### src/rtl/vision_pkg.sv
// Shared constants and state encoding for the HSV -> RGB back end.
package vision_pkg;

  localparam int HUE_SECTOR      = 60;
  localparam int SAT_MAX         = 100;
  localparam int HUE_WRAP        = 360;
  localparam int HSV2RGB_LATENCY = 50;

  typedef enum logic [2:0] {
    ST_IDLE  = 3'd0,
    ST_DIV_H = 3'd1,
    ST_DIV_C = 3'd2,
    ST_DIV_X = 3'd3,
    ST_PACK  = 3'd4,
    ST_HOLD  = 3'd5
  } hsv_state_e;

endpackage

### src/rtl/seq_div16.sv
// Restoring divider, 16-bit dividend / 8-bit divisor, one quotient bit per clock.
module seq_div16 (
  input  logic        clk,
  input  logic        rst,
  input  logic        start,
  input  logic [15:0] dividend,
  input  logic [7:0]  divisor,
  output logic [15:0] quotient,
  output logic [7:0]  remainder,
  output logic        done
);

  logic [15:0] quo_q, quo_d;
  logic [7:0]  rem_q, rem_d;
  logic [7:0]  dsr_q, dsr_d;
  logic [3:0]  cnt_q, cnt_d;
  logic        busy_q, busy_d;
  logic        done_q, done_d;

  logic [15:0] src_quo;
  logic [7:0]  src_rem;
  logic [7:0]  src_dsr;
  logic [8:0]  shifted;
  logic [8:0]  diff;
  logic        fits;
  logic [15:0] step_quo;
  logic [7:0]  step_rem;

  // The first quotient bit is produced on the start edge itself, so the
  // last of the 16 bits lands 15 edges later.
  always_comb begin
    src_quo  = start ? dividend : quo_q;
    src_rem  = start ? 8'd0 : rem_q;
    src_dsr  = start ? divisor : dsr_q;
    shifted  = {src_rem, src_quo[15]};
    diff     = shifted - {1'b0, src_dsr};
    fits     = (shifted >= {1'b0, src_dsr});
    step_rem = fits ? diff[7:0] : shifted[7:0];
    step_quo = {src_quo[14:0], fits};
  end

  always_comb begin
    quo_d  = quo_q;
    rem_d  = rem_q;
    dsr_d  = dsr_q;
    cnt_d  = cnt_q;
    busy_d = busy_q;
    done_d = 1'b0;
    if (start) begin
      quo_d  = step_quo;
      rem_d  = step_rem;
      dsr_d  = divisor;
      cnt_d  = 4'd15;
      busy_d = 1'b1;
    end else if (busy_q) begin
      quo_d = step_quo;
      rem_d = step_rem;
      cnt_d = cnt_q - 4'd1;
      if (cnt_q == 4'd1) begin
        busy_d = 1'b0;
        done_d = 1'b1;
      end
    end
  end

  always_ff @(posedge clk or negedge rst) begin
    if (!rst) begin
      quo_q  <= '0;
      rem_q  <= '0;
      dsr_q  <= '0;
      cnt_q  <= '0;
      busy_q <= 1'b0;
      done_q <= 1'b0;
    end else begin
      quo_q  <= quo_d;
      rem_q  <= rem_d;
      dsr_q  <= dsr_d;
      cnt_q  <= cnt_d;
      busy_q <= busy_d;
      done_q <= done_d;
    end
  end

  assign quotient  = quo_q;
  assign remainder = rem_q;
  assign done      = done_q;

endmodule

### src/rtl/hsv_to_rgb.sv
// HSV (deg, %, 0-255) to 8-bit RGB, one pixel in flight, three divides on one divider.
// state    | meaning
// IDLE     | in_ready, waiting for a pixel
// DIV_H    | h / 60 -> sector, rem
// DIV_C    | (v*s) / 100 -> C
// DIV_X    | (C*k) / 60 -> X
// PACK     | sector map plus m into red/green/blue
// HOLD     | out_valid until out_ready
module hsv_to_rgb
  import vision_pkg::*;
(
  input  logic       clk,
  input  logic       rst,
  input  logic       in_valid,
  output logic       in_ready,
  input  logic [8:0] hue,
  input  logic [7:0] saturation,
  input  logic [7:0] value,
  output logic       out_valid,
  input  logic       out_ready,
  output logic [7:0] red,
  output logic [7:0] green,
  output logic [7:0] blue
);

  localparam logic [8:0] HUE_WRAP_9 = 9'(HUE_WRAP);
  localparam logic [7:0] SAT_MAX_8  = 8'(SAT_MAX);
  localparam logic [7:0] SECTOR_8   = 8'(HUE_SECTOR);
  localparam logic [5:0] SECTOR_6   = 6'(HUE_SECTOR);

  hsv_state_e state_q, state_d;
  logic       alive_q;
  logic       kick_q, kick_d;
  logic [8:0] h_q, h_d;
  logic [7:0] s_q, s_d;
  logic [7:0] v_q, v_d;
  logic [2:0] sector_q, sector_d;
  logic [5:0] hrem_q, hrem_d;
  logic [7:0] c_q, c_d;
  logic [7:0] x_q, x_d;
  logic [7:0] red_q, red_d;
  logic [7:0] green_q, green_d;
  logic [7:0] blue_q, blue_d;

  logic        div_start;
  logic [15:0] div_dividend;
  logic [7:0]  div_divisor;
  logic [15:0] div_quo;
  logic [7:0]  div_rem;
  logic        div_done;

  logic [15:0] prod_vs;
  logic [15:0] prod_ck;
  logic [5:0]  k;
  logic [7:0]  m;
  logic [7:0]  pr, pg, pb;

  seq_div16 u_div (
    .clk       (clk),
    .rst       (rst),
    .start     (div_start),
    .dividend  (div_dividend),
    .divisor   (div_divisor),
    .quotient  (div_quo),
    .remainder (div_rem),
    .done      (div_done)
  );

  // C*k uses the quotient straight off the divider so the X divide can
  // start on the same edge that C is captured.
  assign k       = sector_q[0] ? (SECTOR_6 - hrem_q) : hrem_q;
  assign prod_vs = {8'd0, v_q} * {8'd0, s_q};
  assign prod_ck = {8'd0, 8'(div_quo)} * {10'd0, k};

  assign in_ready  = alive_q && (state_q == ST_IDLE);
  assign out_valid = (state_q == ST_HOLD);
  assign red       = red_q;
  assign green     = green_q;
  assign blue      = blue_q;

  always_comb begin
    m  = v_q - c_q;
    pr = 8'd0;
    pg = 8'd0;
    pb = 8'd0;
    case (sector_q)
      3'd0: begin pr = c_q; pg = x_q; end
      3'd1: begin pr = x_q; pg = c_q; end
      3'd2: begin pg = c_q; pb = x_q; end
      3'd3: begin pg = x_q; pb = c_q; end
      3'd4: begin pr = x_q; pb = c_q; end
      3'd5: begin pr = c_q; pb = x_q; end
      default: ;
    endcase
  end

  always_comb begin
    state_d      = state_q;
    kick_d       = 1'b0;
    h_d          = h_q;
    s_d          = s_q;
    v_d          = v_q;
    sector_d     = sector_q;
    hrem_d       = hrem_q;
    c_d          = c_q;
    x_d          = x_q;
    red_d        = red_q;
    green_d      = green_q;
    blue_d       = blue_q;
    div_start    = 1'b0;
    div_dividend = {7'd0, h_q};
    div_divisor  = SECTOR_8;
    case (state_q)
      ST_IDLE: begin
        if (in_valid && in_ready) begin
          h_d     = (hue >= HUE_WRAP_9) ? (hue - HUE_WRAP_9) : hue;
          s_d     = (saturation > SAT_MAX_8) ? SAT_MAX_8 : saturation;
          v_d     = value;
          kick_d  = 1'b1;
          state_d = ST_DIV_H;
        end
      end
      ST_DIV_H: begin
        div_start = kick_q;
        if (div_done) begin
          sector_d     = 3'(div_quo);
          hrem_d       = 6'(div_rem);
          div_start    = 1'b1;
          div_dividend = prod_vs;
          div_divisor  = SAT_MAX_8;
          state_d      = ST_DIV_C;
        end
      end
      ST_DIV_C: begin
        if (div_done) begin
          c_d          = 8'(div_quo);
          div_start    = 1'b1;
          div_dividend = prod_ck;
          div_divisor  = SECTOR_8;
          state_d      = ST_DIV_X;
        end
      end
      ST_DIV_X: begin
        if (div_done) begin
          x_d     = 8'(div_quo);
          state_d = ST_PACK;
        end
      end
      ST_PACK: begin
        red_d   = pr + m;
        green_d = pg + m;
        blue_d  = pb + m;
        state_d = ST_HOLD;
      end
      ST_HOLD: begin
        if (out_ready) state_d = ST_IDLE;
      end
      default: state_d = ST_IDLE;
    endcase
  end

  always_ff @(posedge clk or negedge rst) begin
    if (!rst) begin
      state_q  <= ST_IDLE;
      alive_q  <= 1'b0;
      kick_q   <= 1'b0;
      h_q      <= '0;
      s_q      <= '0;
      v_q      <= '0;
      sector_q <= '0;
      hrem_q   <= '0;
      c_q      <= '0;
      x_q      <= '0;
      red_q    <= '0;
      green_q  <= '0;
      blue_q   <= '0;
    end else begin
      state_q  <= state_d;
      alive_q  <= 1'b1;
      kick_q   <= kick_d;
      h_q      <= h_d;
      s_q      <= s_d;
      v_q      <= v_d;
      sector_q <= sector_d;
      hrem_q   <= hrem_d;
      c_q      <= c_d;
      x_q      <= x_d;
      red_q    <= red_d;
      green_q  <= green_d;
      blue_q   <= blue_d;
    end
  end

endmodule

### config.mk
export PLATFORM = sky130hd
export DESIGN_NAME = hsv_to_rgb
export DESIGN_NICKNAME = d
export VERILOG_FILES = /design/src/rtl/vision_pkg.sv /design/src/rtl/seq_div16.sv /design/src/rtl/hsv_to_rgb.sv
export SDC_FILE = /design/constraint.sdc
export NUM_CORES = 1
export LEC_CHECK = 0
export CAP_MARGIN = 10
export CORE_AREA = 4 4 143 159
export CTS_BUF_LIST = sky130_fd_sc_hd__clkbuf_8 sky130_fd_sc_hd__clkbuf_16
export DETAILED_ROUTE_END_ITERATION = 16
export DIE_AREA = 0 0 147 163
export PLACE_DENSITY = 0.7
export SLEW_MARGIN = 5
export SYNTH_ARGS = -nofsm -noshare
export SYNTH_HDL_FRONTEND = slang
export SYNTH_SLANG_ARGS = --single-unit
export TNS_END_PERCENT = 5
### constraint.sdc
create_clock -name clk -period 6.7 [get_ports clk]
set_clock_uncertainty 0.1 [all_clocks]
set_input_delay 1.34 -clock clk [delete_from_list [all_inputs] [get_ports clk]]
set_output_delay 1.34 -clock clk [all_outputs]
set_load 0.01 [all_outputs]
Word level (Yosys, flattened, before mapping)
Cells that the tools add are included.
{ "classes": {"add_sub_neg": 8, "mul": 2, "magnitude_cmp": 3, "n_eq_ne": 16, "mux": 38, "n_reduce_logical": 16} }
{ "ops": {"columns": ["op", "count"], "rows": [
  ["2-to-1 mux 16 bit", 4],
  ["2-to-1 mux 8 bit", 6],
  ["case mux 8 bit (2 select lines)", 3],
  ["case mux 16 bit (2 select lines)", 1],
  ["adder 8 bit", 3],
  ["case mux 3 bit (6 select lines)", 1],
  ["multiplier 8 x 8 -> 16 bit", 1],
  ["subtractor 8 bit", 2],
  ["2-to-1 mux 3 bit", 5],
  ["multiplier 8 x 6 -> 14 bit", 1],
  ["2-to-1 mux 14 bit", 1],
  ["2-to-1 mux 7 bit", 2],
  ["== test 3 x 2 -> 1 bit (second input constant)", 4],
  ["== test 3 bit (second input constant)", 4],
  ["OR reduction 2 bit", 6],
  ["2-to-1 mux 1 bit", 10],
  ["inequality test 2 x 1 -> 1 bit (second input constant)", 5],
  [">= comparator 9 x 8 -> 1 bit", 1],
  [">= comparator 9 bit (second input constant)", 1],
  ["2-to-1 mux 9 bit", 1],
  ["subtractor 9 bit (second input constant)", 1],
  ["> comparator 8 x 7 -> 1 bit (second input constant)", 1],
  ["2-to-1 mux 4 bit", 2],
  ["AND reduction 2 bit", 4],
  ["other kinds (10)", 13]
]} }
{ "word_totals": {"reg_bits": 117, "output_inout_bits": 26, "wordCells": 102} }

Depth between registers and ports, before layout
Gate-level depths: netlist (run 1).
{ "depth": {"depth_word": 10, "ltp_mapped": 26, "ltp_nobuf": 26} }

Modules after synthesis
Synthesis (run 1) repeated with hierarchy kept, for this count alone.
{ "hier_totals": {"hier_cells": 1190, "hier_area_um2": 10874.2} }
{ "modules_own_cells": {"columns": ["module", "instances", "cells_per_inst", "area_per_inst_um2", "seq_area_each_um2"], "rows": [
  ["hsv_to_rgb", 1, 972, 8712.1, 1976.9],
  ["seq_div16", 1, 218, 2162.1, 950.9]
]} }

Worst setup path before layout (run 1)
OpenSTA, ideal clock, no wires.
{ "synth_timing": {"path_kind": "register to register", "start": "register v_q[2]", "end": "register u_div.rem_q[1], in the netlist u_div.remainder[1]", "setup_ns": 0.077, "arrival_ns": 5.757, "t_required_ns": 6.523, "slack_ns": 0.765, "path_stages_with_launch": 23, "synth_period_minus_slack_ns": 5.935, "cell_sequence": "dfrtp_1 and2_1 fa_1 fa_1 fa_1 inv_1 fa_1 inv_1 ha_1 a21o_1 a21oi_1 nor2_1 o41a_1 o21ai_0 nor3b_1 a21oi_1 ha_1 nand3_1 nor2_1 a221o_1 a311oi_4 mux2_1 a21oi_1"} }
{ "synth_via": {"elab_chain_cells": 8, "elab_cells_between_ends": 9, "cone_classes": "add/sub (1); mul (1); order compare (1); mux (6)"} }
{ "synth_lines": {"columns": ["element", "line_no", "text"], "rows": [
  ["from (decl)", "hsv_to_rgb.sv:36", "logic [7:0] v_q, v_d;"],
  ["from (signal assigned)", "hsv_to_rgb.sv:183", "v_q <= v_d;"],
  ["multiplier 8 x 8 -> 16 bit *", "hsv_to_rgb.sv:72", "assign prod_vs = {8'd0, v_q} * {8'd0, s_q};"],
  ["2-to-1 mux 16 bit *", "hsv_to_rgb.sv:125", "if (div_done) begin"],
  ["case mux 16 bit (2 select lines) *", "hsv_to_rgb.sv:113", "case (state_q)"],
  ["2-to-1 mux 16 bit *", "seq_div16.sv:32", "src_quo = start ? dividend : quo_q;"],
  ["subtractor 8 bit or >= comparator 9 x 8 -> 1 bit (tied branches)", "seq_div16.sv:36, seq_div16.sv:37", null],
  ["2-to-1 mux 8 bit *", "seq_div16.sv:38", "step_rem = fits ? diff[7:0] : shifted[7:0];"],
  ["2-to-1 mux 8 bit", "seq_div16.sv:55", "end else if (busy_q) begin"],
  ["2-to-1 mux 8 bit *", "seq_div16.sv:49", "if (start) begin"],
  ["to (signal assigned)", "seq_div16.sv:76", "rem_q <= rem_d;"],
  ["to (decl)", "seq_div16.sv:14", "logic [7:0] rem_q, rem_d;"]
]} }
Mark *: on every way between the ends. The rest lies on a longest branch, timed or not. The select of a mux whose other input is x is not followed.
A chain may end at the register's enable or synchronous reset.

Worst setup path in the final report (run 1)
Same ends and word-level chain as after synthesis.

==> results of run 1 <==
==> cells in the final DEF, fill, tap and decap left out, drive strengths merged, types with 3 or more instances in the layout <==
master         count
buf               13
and3               3
dfrtp            117
ha                98
xnor2             34
and2              74
nand3             20
clkdlybuf4s50     53
nand2            202
or3                3
xnor3              3
nor2b             33
a211oi             3
nor3              11
clkbuf            18
o211ai             5
o21a               7
mux2              18
clkinv             3
fa                66
a21oi             62
xor2              22
inv              130
nand4              4
o2111ai            3
mux2i             18
nand2b            14
o21ai             73
a31oi              5
a22o              11
o21bai             4
a22oi              5
a21o              19
nor2              50
==> per-layer routing <==
| layer | routed length (um) | part of all wire (%) | up-vias |
|---|---|---|---|
| met5 | 0 | 0 | - |
| met2 | 11800 | 49 | 179 |
| li1 | - | - | 3992 |
| met4 | 570 | 2.4 | 0 |
| met3 | 946 | 4.0 | 46 |
| met1 | 10600 | 44 | 3994 |
==> flip-flops by register name (all words and copies together) (netlist names), 3 cells and up <==
| register | cells |
|---|---|
| blue | 8 |
| v_q | 8 |
| red | 8 |
| state_q | 3 |
| green | 8 |
| u_div.quotient | 16 |
| u_div.dsr_q | 8 |
| x_q | 8 |
| u_div.cnt_q | 4 |
| s_q | 8 |
| c_q | 8 |
| sector_q | 3 |
| h_q | 9 |
| hrem_q | 6 |
| u_div.remainder | 8 |
==> final timing paths <==
kind                                     start  depth (start not counted)            endpoint
worst max-delay path                    v_q[2]                         23  u_div.remainder[1]
worst min-delay path            u_div.dsr_q[5]                          1      u_div.dsr_q[5]
worst max register to register          v_q[2]                         23  u_div.remainder[1]
worst min register to register  u_div.dsr_q[5]                          1      u_div.dsr_q[5]
max in group asynchronous                  rst                          2      u_div.cnt_q[1]
min in group asynchronous                  rst                          1            green[0]
==> repair_timing <==
action                     CTS  global route
resized for setup            0             3
setup buffers                0             2
setup endpoints to repair    0             7
==> metrics by stage <==
stage	power, W	cells	setup WS [ps]	cell area, um^2
2_1_floorplan	0.00469	1180	765	10400
4_1_cts	0.00681	1524	151	11800
5_1_grt	0.00751	1526	59.8	11800
6_report	0.00680	1526	397	11800
3_5_place_dp	0.00579	1492	205	11200
3_3_place_gp	0.00572	1492	314	11200
==> synthesized netlist by cell type, types with 3 or more instances <==
library cell	instances
o2111ai_1	3
o21ai_0	67
nand3_1	20
a21o_1	19
a22o_1	11
nor3_1	11
a22oi_1	5
nor2_1	50
ha_1	98
nor2b_1	32
nand4_1	4
o211ai_1	5
fa_1	66
and2_1	74
xnor2_1	34
a211oi_1	3
clkbuf_1	37
dfrtp_1	117
xnor3_1	3
o21a_1	7
xor2_1	22
o21bai_1	4
a31oi_1	5
a21oi_1	62
or3_1	3
mux2i_1	18
o21ai_1	6
nand2b_1	14
inv_1	122
nand2_1	202
mux2_2	17
and3_1	3
==> where the power goes <==
| group | total (W) | leakage [nW] | switching, W | internal (W) |
|---|---|---|---|---|
| clock network | 0.000942 | 0.295 | 0.000374 | 0.000568 |
| logic | 0.00453 | 4.04 | 0.00253 | 0.00200 |
| registers | 0.00133 | 1.48 | 0.000383 | 0.000944 |
| total | 0.00680 | 5.81 | 0.00329 | 0.00351 |
==> cell type report <==
| cell class | count | area (um^2) | area share, % |
|---|---|---|---|
| Clock buffer | 18 | 439 | 3.71 |
| Clock inverter | 14 | 163 | 1.38 |
| Inverter | 122 | 458 | 3.87 |
| Multi-Input combinational cell | 899 | 6840 | 57.9 |
| Sequential cell | 117 | 2930 | 24.8 |
| Tap cell | 290 | 363 | 3.07 |
| Timing Repair Buffer | 66 | 628 | 5.31 |
==> kinds of logic (layout without fill, tap and decap cells) <==
kind of cell / Yosys count / in the layout
flip-flops: 117 / 117
adder cells (fa/ha/maj): 164 / 164
AND/OR/NAND/NOR: 424 / 424
buffers and inverters: 164 / 220
XOR/XNOR: 59 / 59
other: 1 / 1
multiplexers: 36 / 36
AO/OA/AOI/OAI: 215 / 215
==> results.yml, run 1 <==
place:
  hpwl_um: 18200
  port_buffers: 54
  place_congestion: 0.885
grt:
  grt_use_met3_pct: 3.53
  grt_pass1_wl_um: 40700
  use_met1_pct: 27.0
  grt_max_degree: 67
  grt-busiest-layer: "met2"
  grt_pass1_vias: 8397
  antenna_found_initial: 0
  global_route.usage.met2_pct: 35.8
  track_usage_pct: 20.9
  gr-total-overflow: 0
synth:
  synth_top_cell_by_area: "dfrtp_1"
  synth-main-ff-cell: "dfrtp_1"
  synth_top_family_by_area: "adder cells"
  synth_fa_ha_area_share_pct: 24.5
  synth_warnings: 0
  synth-compound-area-share_pct: 12.9
  synth_top_area_share_pct: 28.2
  syn_inst: 1180
  synth_area_leaders: "dfrtp_1 (28%), fa_1 (13%), ha_1 (12%), nand2_1 (7.3%), and2_1 (4.5%)"
  synth_fp_nets: 1373
  avgSynthCellArea_um2: 8.80
  synth_edf_count: 0
  synth_area_um2: 10400
  ys_seq_area_share_pct: 28.2
  async_reset_ff_share_pct: 100
  synth_simple_gate_area_share_pct: 19.3
  synth_seq_cells: 117
  synth_xor_area_share_pct: 5.37
  muxShareOfSynthArea_pct: 3.69
  yosysUniqueCellTypes: 58
timing:
  worst_pin_slew_ps: 1090
  finalSetupViolCount: 0
  fin_worst_hold_slack_ps: 359
  slew_violations: 0
  finalHoldViolCount: 0
  period_minus_slack_ps: 6300
  clock.fmax_ghz: 0.159
  max_slew_margin_pct: 27.0
  finalCritPeriodShare_pct: 94.1
  tns_ps: 0
  grt_setup_unrepaired: "false"
final_layout:
  syn2layout_area_growth_pct: 13.8
  drive_above_1_share_pct: 5.50
  fillerInstances: 1912
  fin_util_pct: 56.1
  n_antenna_cell: 0
  fin_nets: 1416
critical_path:
  cp-end-kind: "flip-flop"
  start_kind: "flip-flop"
  required_ps: 6960
  crit_top_cell: "fa_1"
  path_delay_family: "adder cells"
  worst_path_max_delay_cell: "fa_1"
  path_class: "flip-flop to flip-flop"
  rrSetupSlack_ps: 400
  path_buf_inv: 2
  worstPathMaxFanout: 10
  cp.arrival_ps: 6560
  max_stage_delay_ps: 570
  worstPathCellList: "and2_1 -> fa_1 -> fa_1 -> fa_1 -> inv_1 -> fa_1 -> inv_1 -> ha_1 -> a21o_1 -> a21oi_1 -> nor2_1 -> o41a_1 -> nor3_1 -> nor3b_2 -> a21oi_1 -> ha_1 -> nor2b_1 -> o21a_1 -> o21ai_1 -> a21oi_2 -> a311oi_4 -> mux2_1 -> a21oi_1"
clock_network:
  clk_pin_slew_ps: 60
  cts_buffer_depth: 2
  clkSinkCount: 117
  numCtsBuffers: 17
  insertion_delay_ps: 440
  cts_tree: "done"
  htree_levels: 4
  cts-root-buf: "clkbuf_16"
  cts_hold_buf: 0
power:
  cellPowerDensity_nw_per_um2: 575
  p_leak_nw: 5.81
  ir_worst_vdd_mv: 0.349
routing:
  drt-total-wl_um: 23900
  initialDrtViolationCount: 424
  vias: 8211
  drc_errors: 0
  via_per_inst: 5.38
  wl_per_cell_um: 15.7
  ant_nets: 0
  drt_first_pass_iters: 6
floorplan:
  dieArea_um2: 24000
  io_pins: 55
  start_util_pct: 49.3
  die_h_um: 163
  die_x_um: 147
  fp-row-count: 56
  coreArea_um2: 21100
flow_run:
  maxCapViolCount: 0
hold_path:
  hold_class: "flip-flop to flip-flop"
outcome:
  status: "finished, final reports clean"
Power figures use the tool's default switching activity.
==> run 2: changes to the inputs <==
Settings changed: PLACE_DENSITY 0.7 to 0.73.
Clock period 6.7 ns to 5.73 ns, I/O delays scaled along.
==> run 2 against run 1 <==
Highest routed layer unchanged. Final area increased by 5.7%. Hold slack about the same. Worst setup slack got worse by 680 ps. Combinational power increased by 32%. The flow now finishes with violations (setup timing).
==> results.yml, run 2 (synthesized netlist as in run 1, its figures left out) <==
final_layout:
  finalNonFillerCells: 1590
  syn2layout_area_growth_pct: 20.3
  layout_commonest_cell: "nand2_1"
  design_area_um2: 12500
  fin_nets: 1480
  largest_reg_flops: 16
  layout_common_cells: "nand2_1 (201), inv_1 (121), dfrtp_1 (109)"
  n_antenna_cell: 0
  drive_above_1_share_pct: 12.8
  fillerInstances: 1781
timing:
  max_slew_margin_pct: 23.8
  clock.fmax_ghz: 0.166
  finalCritPeriodShare_pct: 105
  worst_pin_slew_ps: 1140
  slew_violations: 0
  finalSetupViolCount: 8
  finalHoldViolCount: 0
  layout_setup_ws_ps: -281
  period_minus_slack_ps: 6010
  grt_setup_unrepaired: "true"
critical_path:
  rr_worst_depth: 24
  path_class: "flip-flop to flip-flop"
  worstReg2RegStart: "s_q[5]"
  required_ps: 5990
  rrSetupSlack_ps: -280
  cp.arrival_ps: 6270
  endpoint: "u_div.remainder[6]"
  critPathLaunch: "s_q[5]"
  start_kind: "flip-flop"
  cp-end-kind: "flip-flop"
  r2r_end: "u_div.remainder[6]"
  worstPathMaxFanout: 4
outcome:
  violations: "setup timing"
  status: "finished with violations"
power:
  pwr-share-clk_pct: 13.8
  pwr-share-seq_pct: 17.4
  p_comb_share_pct: 68.8
  p_int_w: 0.00461
  p_sw_w: 0.00405
  cellPowerDensity_nw_per_um2: 693
  ir_worst_vdd_mv: 0.463
  switching_share_pct: 46.7
  p_leak_nw: 6.14
routing:
  route.met2.wl_um: 12700
  ant_nets: 0
  drt_first_pass_iters: 7
  via_per_inst: 5.37
  vias: 8538
  drt-total-wl_um: 25400
  wl_met1_um: 11000
  wl_per_cell_um: 15.9
  initialDrtViolationCount: 486
  drc_errors: 0
  highest_layer: "met4"
  wl_met3_um: 997
place:
  hpwl_um: 18600
  dpl_worst_slack_ps: -252
  place_area_um2: 11600
  place_congestion: 0.963
  port_buffers: 54
  place_inst: 1537
clock_network:
  cts-root-buf: "clkbuf_16"
  cts_tree: "done"
  insertion_delay_ps: 430
  clk_pin_slew_ps: 60
  numCtsBuffers: 17
  cts_hold_buf: 0
  clkSinkCount: 117
  cts_buffer_depth: 2
  htree_levels: 4
floorplan:
  io_pins: 55
  fp-row-count: 56
  start_util_pct: 49.3
  coreArea_um2: 21100
  die_x_um: 147
  die_h_um: 163
  dieArea_um2: 24000
grt:
  gr-total-overflow: 0
  grt_pass1_wl_um: 41800
  track_usage_pct: 21.6
  grt_max_degree: 73
  antenna_found_initial: 0
  grt_pass1_vias: 8629
flow_run:
  maxCapViolCount: 0
hold_path:
  hold_class: "flip-flop to flip-flop"
==> run 2: cell count changes in the layout (fill, tap and decap cells not counted), moves of 4 or more <==
| cell | before | now |
|---|---|---|
| and2_4 | 0 | 4 |
| fa_1 | 66 | 62 |
| inv_6 | 7 | 2 |
| buf_4 | 13 | 76 |
| dfrtp_1 | 117 | 109 |
| and2_1 | 74 | 70 |
| dfrtp_2 | 0 | 8 |
| a21oi_1 | 61 | 57 |
| ha_1 | 98 | 93 |
| ha_4 | 0 | 4 |
| fa_2 | 0 | 4 |
==> run 2: per-stage QoR <==
| stage | hold slack, ps | utilization (%) | power [W] | TNS (ps) |
|---|---|---|---|---|
| global route | 382 | 59.3 | 0.00952 | -3120 |
| CTS | 366 | 58.6 | 0.00859 | -602 |
| global placement | 348 | 55.0 | 0.00707 | -531 |
| floorplan | 331 | - | 0.00558 | 0 |
| detailed placement | 352 | 55.0 | 0.00720 | -1420 |
| finish | 360 | 59.3 | 0.00866 | -1400 |
==> run 2: power by group through the flow <==
stage | sequential, W | combinational [W] | clock (W)
global route | 0.00155 | 0.00673 | 0.00124
floorplan | 0.00130 | 0.00428 | 0
detailed placement | 0.00151 | 0.00569 | 0
CTS | 0.00150 | 0.00589 | 0.00121
global placement | 0.00150 | 0.00557 | 0
finish | 0.00151 | 0.00596 | 0.00119
==> run 2: how the worst min path moves through the flow <==
stage	start	cells past startpoint	slack [ps]	end
after global placement	u_div.dsr_q[5]	1	350	u_div.dsr_q[5]
after CTS	u_div.dsr_q[5]	1	370	u_div.dsr_q[5]
final	u_div.dsr_q[2]	1	360	u_div.dsr_q[2]
after floorplan	u_div.dsr_q[2]	1	330	u_div.dsr_q[2]
after detailed placement	u_div.dsr_q[7]	2	350	u_div.dsr_q[7]
after global routing	u_div.dsr_q[7]	2	380	u_div.dsr_q[7]
==> run 2: worst max-delay path, stage by stage, from the launching register on <==
cell,delay (ps)
dfrtp_2,430
and2_4,170
fa_1,560
fa_1,460
fa_1,530
inv_2,40
fa_1,480
inv_1,50
ha_2,180
a21o_1,180
a21oi_2,170
nor2_2,60
o41a_1,420
o21ai_1,150
nor3b_4,280
a21oi_2,80
ha_4,180
fa_2,350
nor2b_2,160
o21a_1,180
o21a_1,170
o21ai_1,70
and3_1,150
a2111o_1,280
nand3_1,80
==> run 2: what timing repair did <==
item	4_1_cts	5_1_grt
gates resized for setup	18	13
pin swaps	15	25
buffers inserted	11	10
setup endpoints to repair	8	9
==> run 2: per-layer routing <==
layer	GRT usage, %	up-vias
met5	0	-
met4	6.31	0
met3	3.40	47
met2	38.5	209
met1	27.2	4161
li1	-	4121
==> run 2: final cells by class <==
| class | instances | area (um^2) | share of cell area, % |
|---|---|---|---|
| clock buffers | 19 | 453 | 3.62 |
| clock inverters | 13 | 196 | 1.57 |
| inverters | 122 | 458 | 3.66 |
| multi-input cells | 899 | 6980 | 55.8 |
| flip-flops and latches | 117 | 2940 | 23.5 |
| well taps | 290 | 363 | 2.90 |
| repair buffers | 130 | 1110 | 8.90 |
